## config.mk

```make
export PLATFORM = sky130hd
export DESIGN_NAME = ram_access_ctrl
export DESIGN_NICKNAME = d
export VERILOG_FILES = /design/src/rtl/ram_access_ctrl.sv
export SDC_FILE = /design/constraint.sdc
export NUM_CORES = 1
export LEC_CHECK = 0
export CAP_MARGIN = 20
export CELL_PAD_IN_SITES_DETAIL_PLACEMENT = 0
export CELL_PAD_IN_SITES_GLOBAL_PLACEMENT = 1
export CORE_ASPECT_RATIO = 0.9
export CORE_MARGIN = 5
export CORE_UTILIZATION = 33
export DETAILED_ROUTE_END_ITERATION = 12
export GPL_TIMING_DRIVEN = 0
export PLACE_DENSITY_LB_ADDON = 0.1
export RECOVER_POWER = 50
export SYNTH_ARGS = -nofsm -noshare
export SYNTH_HDL_FRONTEND = slang
export SYNTH_SLANG_ARGS = --single-unit
```

## constraint.sdc

```tcl
create_clock -name clk -period 2.73 [get_ports clk]
set_clock_uncertainty 0.15 [all_clocks]
set_input_delay 0.4095 -clock clk [delete_from_list [all_inputs] [get_ports clk]]
set_output_delay 0.4095 -clock clk [all_outputs]
set_load 0.01 [all_outputs]
```

## src/rtl/ram_access_ctrl.sv

```systemverilog
// Request-side controller for a row-select binary RAM array: one-cycle write/read
// strobes to a single one-hot row, registered response with valid/ready backpressure.
module ram_access_ctrl #(
  parameter int unsigned ADDR_W = 2,
  parameter int unsigned DATA_W = 4
) (
  input  logic                     clk,
  input  logic                     rst_n,
  input  logic                     req_valid,
  output logic                     req_ready,
  input  logic                     req_wr,
  input  logic [ADDR_W-1:0]        req_addr,
  input  logic [DATA_W-1:0]        req_wdata,
  output logic                     rsp_valid,
  input  logic                     rsp_ready,
  output logic [DATA_W-1:0]        rsp_rdata,
  output logic [(2**ADDR_W)-1:0]   ram_sel,
  output logic                     ram_rdwr,
  output logic [DATA_W-1:0]        ram_in,
  input  logic [DATA_W-1:0]        ram_out
);

  localparam int unsigned NUM_WORDS = 2 ** ADDR_W;

  typedef enum logic [1:0] {
    IDLE  = 2'd0,
    WRITE = 2'd1,
    READ  = 2'd2,
    RESP  = 2'd3
  } state_t;

  state_t                 state, state_nxt;
  logic                   req_ready_nxt;
  logic                   rsp_valid_nxt;
  logic [DATA_W-1:0]      rsp_rdata_nxt;
  logic [NUM_WORDS-1:0]   ram_sel_nxt;
  logic                   ram_rdwr_nxt;
  logic [DATA_W-1:0]      ram_in_nxt;

  // State and every output are flops; the array pins only change on clock edges
  // or asynchronously to their safe (no-write) reset values.
  always_ff @(posedge clk or negedge rst_n) begin
    if (!rst_n) begin
      state     <= IDLE;
      req_ready <= 1'b1;
      rsp_valid <= 1'b0;
      rsp_rdata <= '0;
      ram_sel   <= '0;
      ram_rdwr  <= 1'b1;
      ram_in    <= '0;
    end else begin
      state     <= state_nxt;
      req_ready <= req_ready_nxt;
      rsp_valid <= rsp_valid_nxt;
      rsp_rdata <= rsp_rdata_nxt;
      ram_sel   <= ram_sel_nxt;
      ram_rdwr  <= ram_rdwr_nxt;
      ram_in    <= ram_in_nxt;
    end
  end

  // Next state and next output values; the request fields are captured directly
  // into the array-facing output registers on acceptance.
  always_comb begin
    state_nxt     = state;
    req_ready_nxt = 1'b0;
    rsp_valid_nxt = 1'b0;
    rsp_rdata_nxt = rsp_rdata;
    ram_sel_nxt   = '0;
    ram_rdwr_nxt  = 1'b1;
    ram_in_nxt    = '0;

    unique case (state)
      IDLE: begin
        req_ready_nxt = 1'b1;
        if (req_valid) begin
          req_ready_nxt = 1'b0;
          ram_sel_nxt   = NUM_WORDS'(1) << req_addr;
          if (req_wr) begin
            state_nxt    = WRITE;
            ram_rdwr_nxt = 1'b0;
            ram_in_nxt   = req_wdata;
          end else begin
            state_nxt    = READ;
          end
        end
      end
      WRITE: begin
        state_nxt     = RESP;
        rsp_valid_nxt = 1'b1;
        rsp_rdata_nxt = '0;
      end
      READ: begin
        state_nxt     = RESP;
        rsp_valid_nxt = 1'b1;
        rsp_rdata_nxt = ram_out;
      end
      RESP: begin
        rsp_valid_nxt = 1'b1;
        if (rsp_ready) begin
          state_nxt     = IDLE;
          rsp_valid_nxt = 1'b0;
          req_ready_nxt = 1'b1;
        end
      end
      default: begin
        state_nxt     = IDLE;
        req_ready_nxt = 1'b1;
      end
    endcase
  end

endmodule

```

== Word level (Yosys, flattened, before mapping) ==
Cells that the tools add are included.

* Bits in registers: 17
* Output and inout port bits: 15
* Word-level logic and storage cells: 35

* Eq/ne operators: 5
* Shift-type cells: 1
* Muxes and demuxes: 18
* Reductions and logical operators: 4

{| class="wikitable"
|+ Operators with widths
! cell !! count
|-
| two-way mux 4 bit || 5
|-
| one-hot mux 4 bit (2 select lines) || 1
|-
| two-way mux 1 bit || 6
|-
| two-way mux 2 bit || 3
|-
| one-hot mux 2 bit (3 select lines) || 1
|-
| == test 2 bit (second input constant) || 2
|-
| != test 2 bit (second input constant) || 2
|-
| one-hot mux 1 bit (2 select lines) || 2
|-
| << shifter 1 x 2 -> 4 bit (first input constant) || 1
|-
| == test 2 x 1 -> 1 bit (second input constant) || 1
|-
| logical NOT 2 bit || 1
|-
| AND reduction 2 bit || 1
|-
| nonzero test 2 bit || 1
|-
| OR reduction 2 bit || 1
|}

== Longest topological paths before layout ==
Gate-level depths: netlist of the first run.

* Depth in word-level cells: 3
* Gate-level depth with buffers: 5

== Worst setup path after synthesis of the first run ==
OpenSTA, ideal clock, no wires.

* Path type: register to register
* Start: register state[0]
* End: register state[0]
* Setup time: 125 ps
* Arrival time: 1165 ps
* Required time: 2455 ps
* Setup slack: 1290 ps
* Cell stages (with the launch flop): 6
* Path buffers: 0
* Cell sequence: dfrtp_1 -> inv_1 -> ha_1 -> nor2b_4 -> nor2_4 -> mux2_4

* Cells in the longest elaborated chain, start to end: 3
* Elaborated cells between the ends (all ways): 9
* Classes of those cells: 5 x eq/ne; 1 x mux; 3 x reduce/logical

{| class="wikitable"
|+ RTL lines
! item !! RTL line !! text
|-
| start: declaration || 32 || <nowiki>state_t state, state_nxt;</nowiki>
|-
| start signal: assignment || 52 || <nowiki>state <= state_nxt;</nowiki>
|-
| == test 2 bit, or another cell as far along || 73 || <nowiki>unique case (state)</nowiki>
|-
| OR reduction 2 bit (no line) or != test 2 bit (tied branches) || n/a ||
|-
| one-hot mux 2 bit (3 select lines) or AND reduction 2 bit (tied branches) || n/a ||
|}

Parallel ways exist; a longest one is shown, timed or not.
A chain may end at the register's enable or synchronous reset.

== Worst setup path in the final report of the first run ==
* Start: register req_ready
* End: output req_ready

{| class="wikitable"
|+ RTL lines
! item !! RTL line !! text
|-
| start: declaration || 10 || <nowiki>output logic req_ready,</nowiki>
|-
| start signal: assignment || 53 || <nowiki>req_ready <= req_ready_nxt;</nowiki>
|}

No word-level cell between the ends.

==> results of run 1 <==
-- stage by stage --
stage | hold slack [ns] | instances | power (W) | setup WS (ns) | cell area (sq um)
after floorplan | -0.0361 | 62 | 0.000658 | 1.29 | 726
after global placement | 0.360 | 118 | 0.000845 | 0.955 | 1050
after detailed placement | 0.372 | 118 | 0.000851 | 0.942 | 1050
after CTS | 0.387 | 122 | 0.000988 | 0.815 | 1080
after global routing | 0.409 | 122 | 0.00104 | 0.789 | 1070
final | 0.379 | 122 | 0.000955 | 0.835 | 1070
-- registers in the layout (all words and copies together) (netlist names) --
name	count
ram_in	4
ram_sel	4
rsp_rdata	4
state	2
ram_rdwr	1
req_ready	1
rsp_valid	1
-- metal layers --
layer	track usage (%)	share of wire [%]	wire length (microns)
met2	15.1	49	670
met5	0	0	0
met4	4.53	0.74	10
met3	3.30	6.8	92
met1	11.8	43	587
-- Yosys cell counts --
cell     instances
nand2_1          4
nor2b_4          2
a21oi_1          1
and4b_2          1
nor3b_1          1
buf_2            1
ha_1             4
dfrtp_1         15
o21ai_0          5
and2_1           4
nand3_1          5
and3_1           1
nor2_1           4
mux2_4           2
nor3_1           1
dfstp_2          2
or2b_1           1
inv_1            7
nor2_4           1
-- final timing paths --
kind	from	end	slack, ns	cells past startpoint
worst min register to register	rsp_rdata[3]	rsp_rdata[3]	0.38	2
min in group asynchronous	rst_n	state[1]	0.47	1
worst min-delay path	rsp_rdata[3]	rsp_rdata[3]	0.38	2
worst max register to register	state[0]	state[1]	1.08	5
max in group asynchronous	rst_n	ram_sel[1]	1.49	1
worst max-delay path	req_ready	req_ready	0.84	1
-- kinds of logic (layout without fill, tap and decap cells) --
group / Yosys count / after routing / share of synthesized area [%]
compound gates: 6 / 6 / 4.14
fa+ha+maj: 4 / 4 / 6.90
buf+inv: 8 / 41 / 4.31
flops: 17 / 17 / 59.0
mux: 2 / 2 / 4.14
simple gates: 25 / 25 / 21.6
-- layout make-up --
cell class / count / area share, %
Sequential cell: 17 / 40.0
Timing Repair Buffer: 29 / 27.2
Multi-Input combinational cell: 37 / 24.2
Tap cell: 27 / 3.16
Inverter: 7 / 2.46
Clock buffer: 3 / 2.11
Clock inverter: 1 / 0.468
Buffer: 1 / 0.351
-- power breakdown --
group	switching [W]	internal, W	total [W]	leakage [nW]
sequential	0.0000338	0.000329	0.000363	0.222
combinational	0.000215	0.000247	0.000462	0.245
clock	0.0000762	0.0000543	0.000130	0.0177
==> summary.md, run 1 <==
| Metric | Value |
|---|---|
| Most common cell after layout, fill and taps aside | `clkdlybuf4s50_1` |
| #FFs+latches synth | `17` |
| Routed len/inst | `11.1 microns` |
| Pin count of the biggest net entering global routing | `18` |
| DRT antenna net count | `0` |
| Final wirelength | `1360 microns` |
| Critical path buffer and inverter count | `1` |
| Final Critical Period | `1.89 ns` |
| Lkg Pwr | `0.485 nW` |
| CP Max Fanout | `1` |
| CP top delay family | `flip-flops` |
| Critical Path Max Stage Delay | `0.53 ns` |
| Fin util | `49.9%` |
| Sink Count | `17` |
| Storage cell area | `428 sq um` |
| Area contributors post-synth | `dfrtp_1 52%, dfstp_2 7.2%, ha_1 6.9%, mux2_4 4.1%, nor2b_4 3.8%` |
| GR Util All Layers | `9.59%` |
| # fillers | `208` |
| Fmax | `528 MHz` |
| Area taken by multi-input logic gates | `259 sq um` |
| Vias in the first global route | `533` |
| Setup TNS | `0 ns` |
| Type of origin of the critical path | `flop` |
| Die Area | `3240 sq um` |
| Antenna violations before repair | `0` |
| Fin nets | `115` |
| TritonCTS clock tree | `done` |
| CP max stage cell | `dfstp_2` |
| RSZ-0062 raised after global routing | `false` |
| Ports | `30` |
| Fin. Hold Viols | `0` |
| Pwr dens | `894 nW/um^2` |
| Mapped Cells | `62` |
| TritonCTS Buffers | `3` |
| Crit Path Class | `reg2out` |
| Inserted Diodes | `0` |
| Slew headroom | `50.5%` |
| Hold_buf cts | `0` |
| Clock slew at reported path FFs | `0.10 ns` |
| Synth warnings | `0` |
| Initial Util | `33.9%` |
| Core footprint | `2140 sq um` |
| Total number of vias | `524` |
| Distinct cells, synth | `19` |
| H-tree lvl count | `1` |
| Post-synth top area share | `51.7%` |
| Routed vias/inst | `4.30` |
| Required time of the worst setup path | `2.17 ns` |
| Max-cap viol count | `0` |
| Worst-path cell chain | `clkdlybuf4s50_1` |
| Endpoint type of the worst setup path | `output pin` |
| Residual DRC | `0` |
| Gp weighted congestion | `0.646` |
| Commonest cells after routing, fill and taps aside | `28 x clkdlybuf4s50_1, 15 x dfrtp_1, 7 x inv_1` |
| # rows | `16` |
| Root Driver | `clkbuf_4` |
| Hold crit path type | `reg2reg` |
| Peak VDD IR | `562 uV` |
| Port Buffer Count | `29` |
| # resized after CTS | `0` |
| Global route total overflow | `0` |
| # setup viols final | `0` |
| Synth Cell Area | `726 sq um` |
| Final Cycle Share | `69.4%` |
| Least-Margin Pin Slew | `0.741 ns` |
| DIE HEIGHT | `54.5 microns` |
| Max Slew Vio Count | `0` |
| Mapped Nets | `81` |
| DR iter-0 viols | `5` |
| Yosys top cell by area | `dfrtp_1` |
| Mapped Avg Cell Area | `11.7 sq um` |
| Post-DP HPWL | `1070 microns` |
| Syn-to-layout area delta | `47.2%` |
| Status | `complete, no violations` |
| WP data arrival | `1.34 ns` |
| Die width | `59.4 microns` |
| Fraction of layout cells with a size suffix above 1 | `11.6%` |
| Setup bufs post-CTS | `0` |
| First-pass GRT wire length | `2260 microns` |
| Worst skew pair latency | `0.28 ns` |
| Sequential element share of the synthesized area | `59.0%` |
| Drt pass-1 iters | `3` |
| Clock Tree Buf Depth | `2` |
Note: power is estimated with default switching activity, not from simulation.
==> inputs of run 2 (changes only) <==
--- a/config.mk
+++ b/config.mk
@@ -10,7 +10,7 @@
 export CELL_PAD_IN_SITES_GLOBAL_PLACEMENT = 1
 export CORE_ASPECT_RATIO = 0.9
 export CORE_MARGIN = 5
-export CORE_UTILIZATION = 33
+export CORE_UTILIZATION = 28
 export DETAILED_ROUTE_END_ITERATION = 12
 export GPL_TIMING_DRIVEN = 0
 export PLACE_DENSITY_LB_ADDON = 0.1
==> constraint.sdc (replaced) <==
create_clock -name clk -period 1.6 [get_ports clk]
set_clock_uncertainty 0.15 [all_clocks]
set_input_delay 0.24 -clock clk [delete_from_list [all_inputs] [get_ports clk]]
set_output_delay 0.24 -clock clk [all_outputs]
set_load 0.01 [all_outputs]
==> run 2 against run 1 <==
  * Global-route usage down 0.075 points
  * Die area up 15%
  * Largest power group unchanged
  * Worst hold slack worse by 0.071 ns
  * Utilization down 4.5 points
==> summary.md, run 2 (synthesis results as in run 1) <==
| Metric | Value |
|---|---|
| DRT antenna net count | `0` |
| Met2 WL | `718 microns` |
| Inserted Diodes | `0` |
| Pin count of the biggest net entering global routing | `18` |
| CP Max Fanout | `2` |
| Root Driver | `clkbuf_4` |
| Final wirelength | `1570 microns` |
| Drt pass-1 iters | `4` |
| Fmax | `642 MHz` |
| Int Pwr | `0.00113 W` |
| Status | `complete, no violations` |
| Residual DRC | `0` |
| # rows | `17` |
| Gp weighted congestion | `0.608` |
| TritonCTS clock tree | `done` |
| Critical path buffer and inverter count | `1` |
| Pwr dens | `1550 nW/um^2` |
| DR iter-0 viols | `4` |
| Fraction of layout cells with a size suffix above 1 | `19.6%` |
| Worst skew pair latency | `0.28 ns` |
| Core footprint | `2470 sq um` |
| Largest registers | `ram_in x4, ram_sel x4, rsp_rdata x4` |
| Worst-path cell chain | `clkdlybuf4s50_1` |
| Max-cap viol count | `0` |
| CP max stage cell | `clkdlybuf4s50_1` |
| Max Slew Vio Count | `0` |
| CP top delay family | `buffers and inverters` |
| Clock Tree Buf Depth | `2` |
| WL met1 | `722 microns` |
| PnR worst setup slack | `0.0428 ns` |
| TritonCTS Buffers | `3` |
| Storage cell area | `428 sq um` |
| Sw Pwr | `0.000599 W` |
| Slew headroom | `49.3%` |
| DIE HEIGHT | `58.3 microns` |
| Critical Path Max Stage Delay | `0.53 ns` |
| Routed vias/inst | `4.27` |
| Top layer in use | `met4` |
| Fin util | `45.4%` |
| First-pass GRT wire length | `2690 microns` |
| WP data arrival | `1.17 ns` |
| Final Critical Period | `1.56 ns` |
| Clock network power share | `13.0%` |
| Combinational power share | `51.4%` |
| Antenna violations before repair | `0` |
| Lkg Pwr | `0.538 nW` |
| Met3 WL | `103 microns` |
| Sink Count | `17` |
| Reg power frac | `35.7%` |
| # fillers | `254` |
| H-tree lvl count | `1` |
| Peak VDD IR | `989 uV` |
| Hold crit path type | `in2async` |
| Port Buffer Count | `29` |
| Required time of the worst setup path | `1.21 ns` |
| Endpoint type of the worst setup path | `output pin` |
| Total number of vias | `534` |
| Initial Util | `29.4%` |
| RSZ-0062 raised after global routing | `false` |
| Fin nets | `117` |
| Least-Margin Pin Slew | `0.758 ns` |
| Clock slew at reported path FFs | `0.10 ns` |
| Place WS | `-0.0236 ns` |
| Syn-to-layout area delta | `54.3%` |
| Final Cycle Share | `97.3%` |
| Vias in the first global route | `545` |
| Crit Path Class | `reg2out` |
| Die width | `63.7 microns` |
| Ports | `30` |
| Global route total overflow | `0` |
| Sw frac | `34.6%` |
| Fin. Hold Viols | `0` |
| GR Util All Layers | `9.52%` |
| Type of origin of the critical path | `flop` |
| Area taken by multi-input logic gates | `292 sq um` |
| Post-DP HPWL | `1180 microns` |
| # setup viols final | `0` |
| Routed len/inst | `12.6 microns` |
| Hold_buf cts | `0` |
| Commonest cells after routing, fill and taps aside | `22 x clkdlybuf4s50_1, 15 x dfrtp_1, 5 x nand3_1, 5 x inv_1, 5 x o21ai_0` |
| Hold WS | `0.307 ns` |
| Most common cell after layout, fill and taps aside | `clkdlybuf4s50_1` |
| Die Area | `3710 sq um` |
-- run 2: cell types whose count changed in the layout (fill, tap and decap cells not counted), sizes merged --
cell	delta
dlymetal6s2s	+2
clkbuf	-1
clkdlybuf4s50	-6
buf	+3
clkdlybuf4s25	+1
dlygate4sd2	+3
-- run 2: timing repair --
item / in CTS / in global routing
setup buffers: 0 / 2
resized for setup: 3 / 8
pin swaps: 0 / 1
cloned: 0 / 0
setup endpoints to repair: 3 / 5
-- run 2: stage by stage --
step | power, W | setup TNS (ns) | cell area, sq um | cells
after global routing | 0.00190 | 0 | 1120 | 125
after CTS | 0.00168 | 0 | 1070 | 123
after floorplan | 0.00112 | 0 | 726 | 62
after global placement | 0.00144 | -0.0415 | 1050 | 119
after detailed placement | 0.00146 | -0.0423 | 1050 | 119
final | 0.00173 | 0 | 1120 | 125
-- run 2: final timing paths --
check                        startpoint      endpoint  slack, ns  cells after the start
max                        rsp_rdata[1]  rsp_rdata[1]       0.04                      1
min                               rst_n  rsp_rdata[3]       0.31                      1
max reg2reg                    state[1]      state[1]       0.10                      5
min reg2reg                rsp_rdata[3]  rsp_rdata[3]       0.37                      2
max in group asynchronous         rst_n  rsp_rdata[2]       0.52                      1
min in group clk           req_wdata[3]     ram_in[3]       0.36                      2
-- run 2: layout make-up --
cell class / instances / area share, %
tap: 28 / 3.13
sequential: 17 / 38.2
clock buffer: 3 / 2.01
clock inverter: 1 / 0.447
multi-input combinational: 37 / 26.0
inverter: 7 / 2.35
timing repair buffer: 31 / 27.4
buffer: 1 / 0.447
-- run 2: layer usage --
metal,GRT usage [%],vias up
met5,0,-
met4,3.56,0
met3,4.77,2
met2,14.2,16
met1,11.8,246
li1,-,270
-- run 2: power groups by stage --
stage | Sequential [W] | Combinational, W | Clock, W
2_1_floorplan | 0.000671 | 0.000451 | 0
3_3_place_gp | 0.000627 | 0.000815 | 0
3_5_place_dp | 0.000632 | 0.000825 | 0
4_1_cts | 0.000621 | 0.000816 | 0.000240
5_1_grt | 0.000633 | 0.00101 | 0.000259
6_report | 0.000618 | 0.000891 | 0.000225
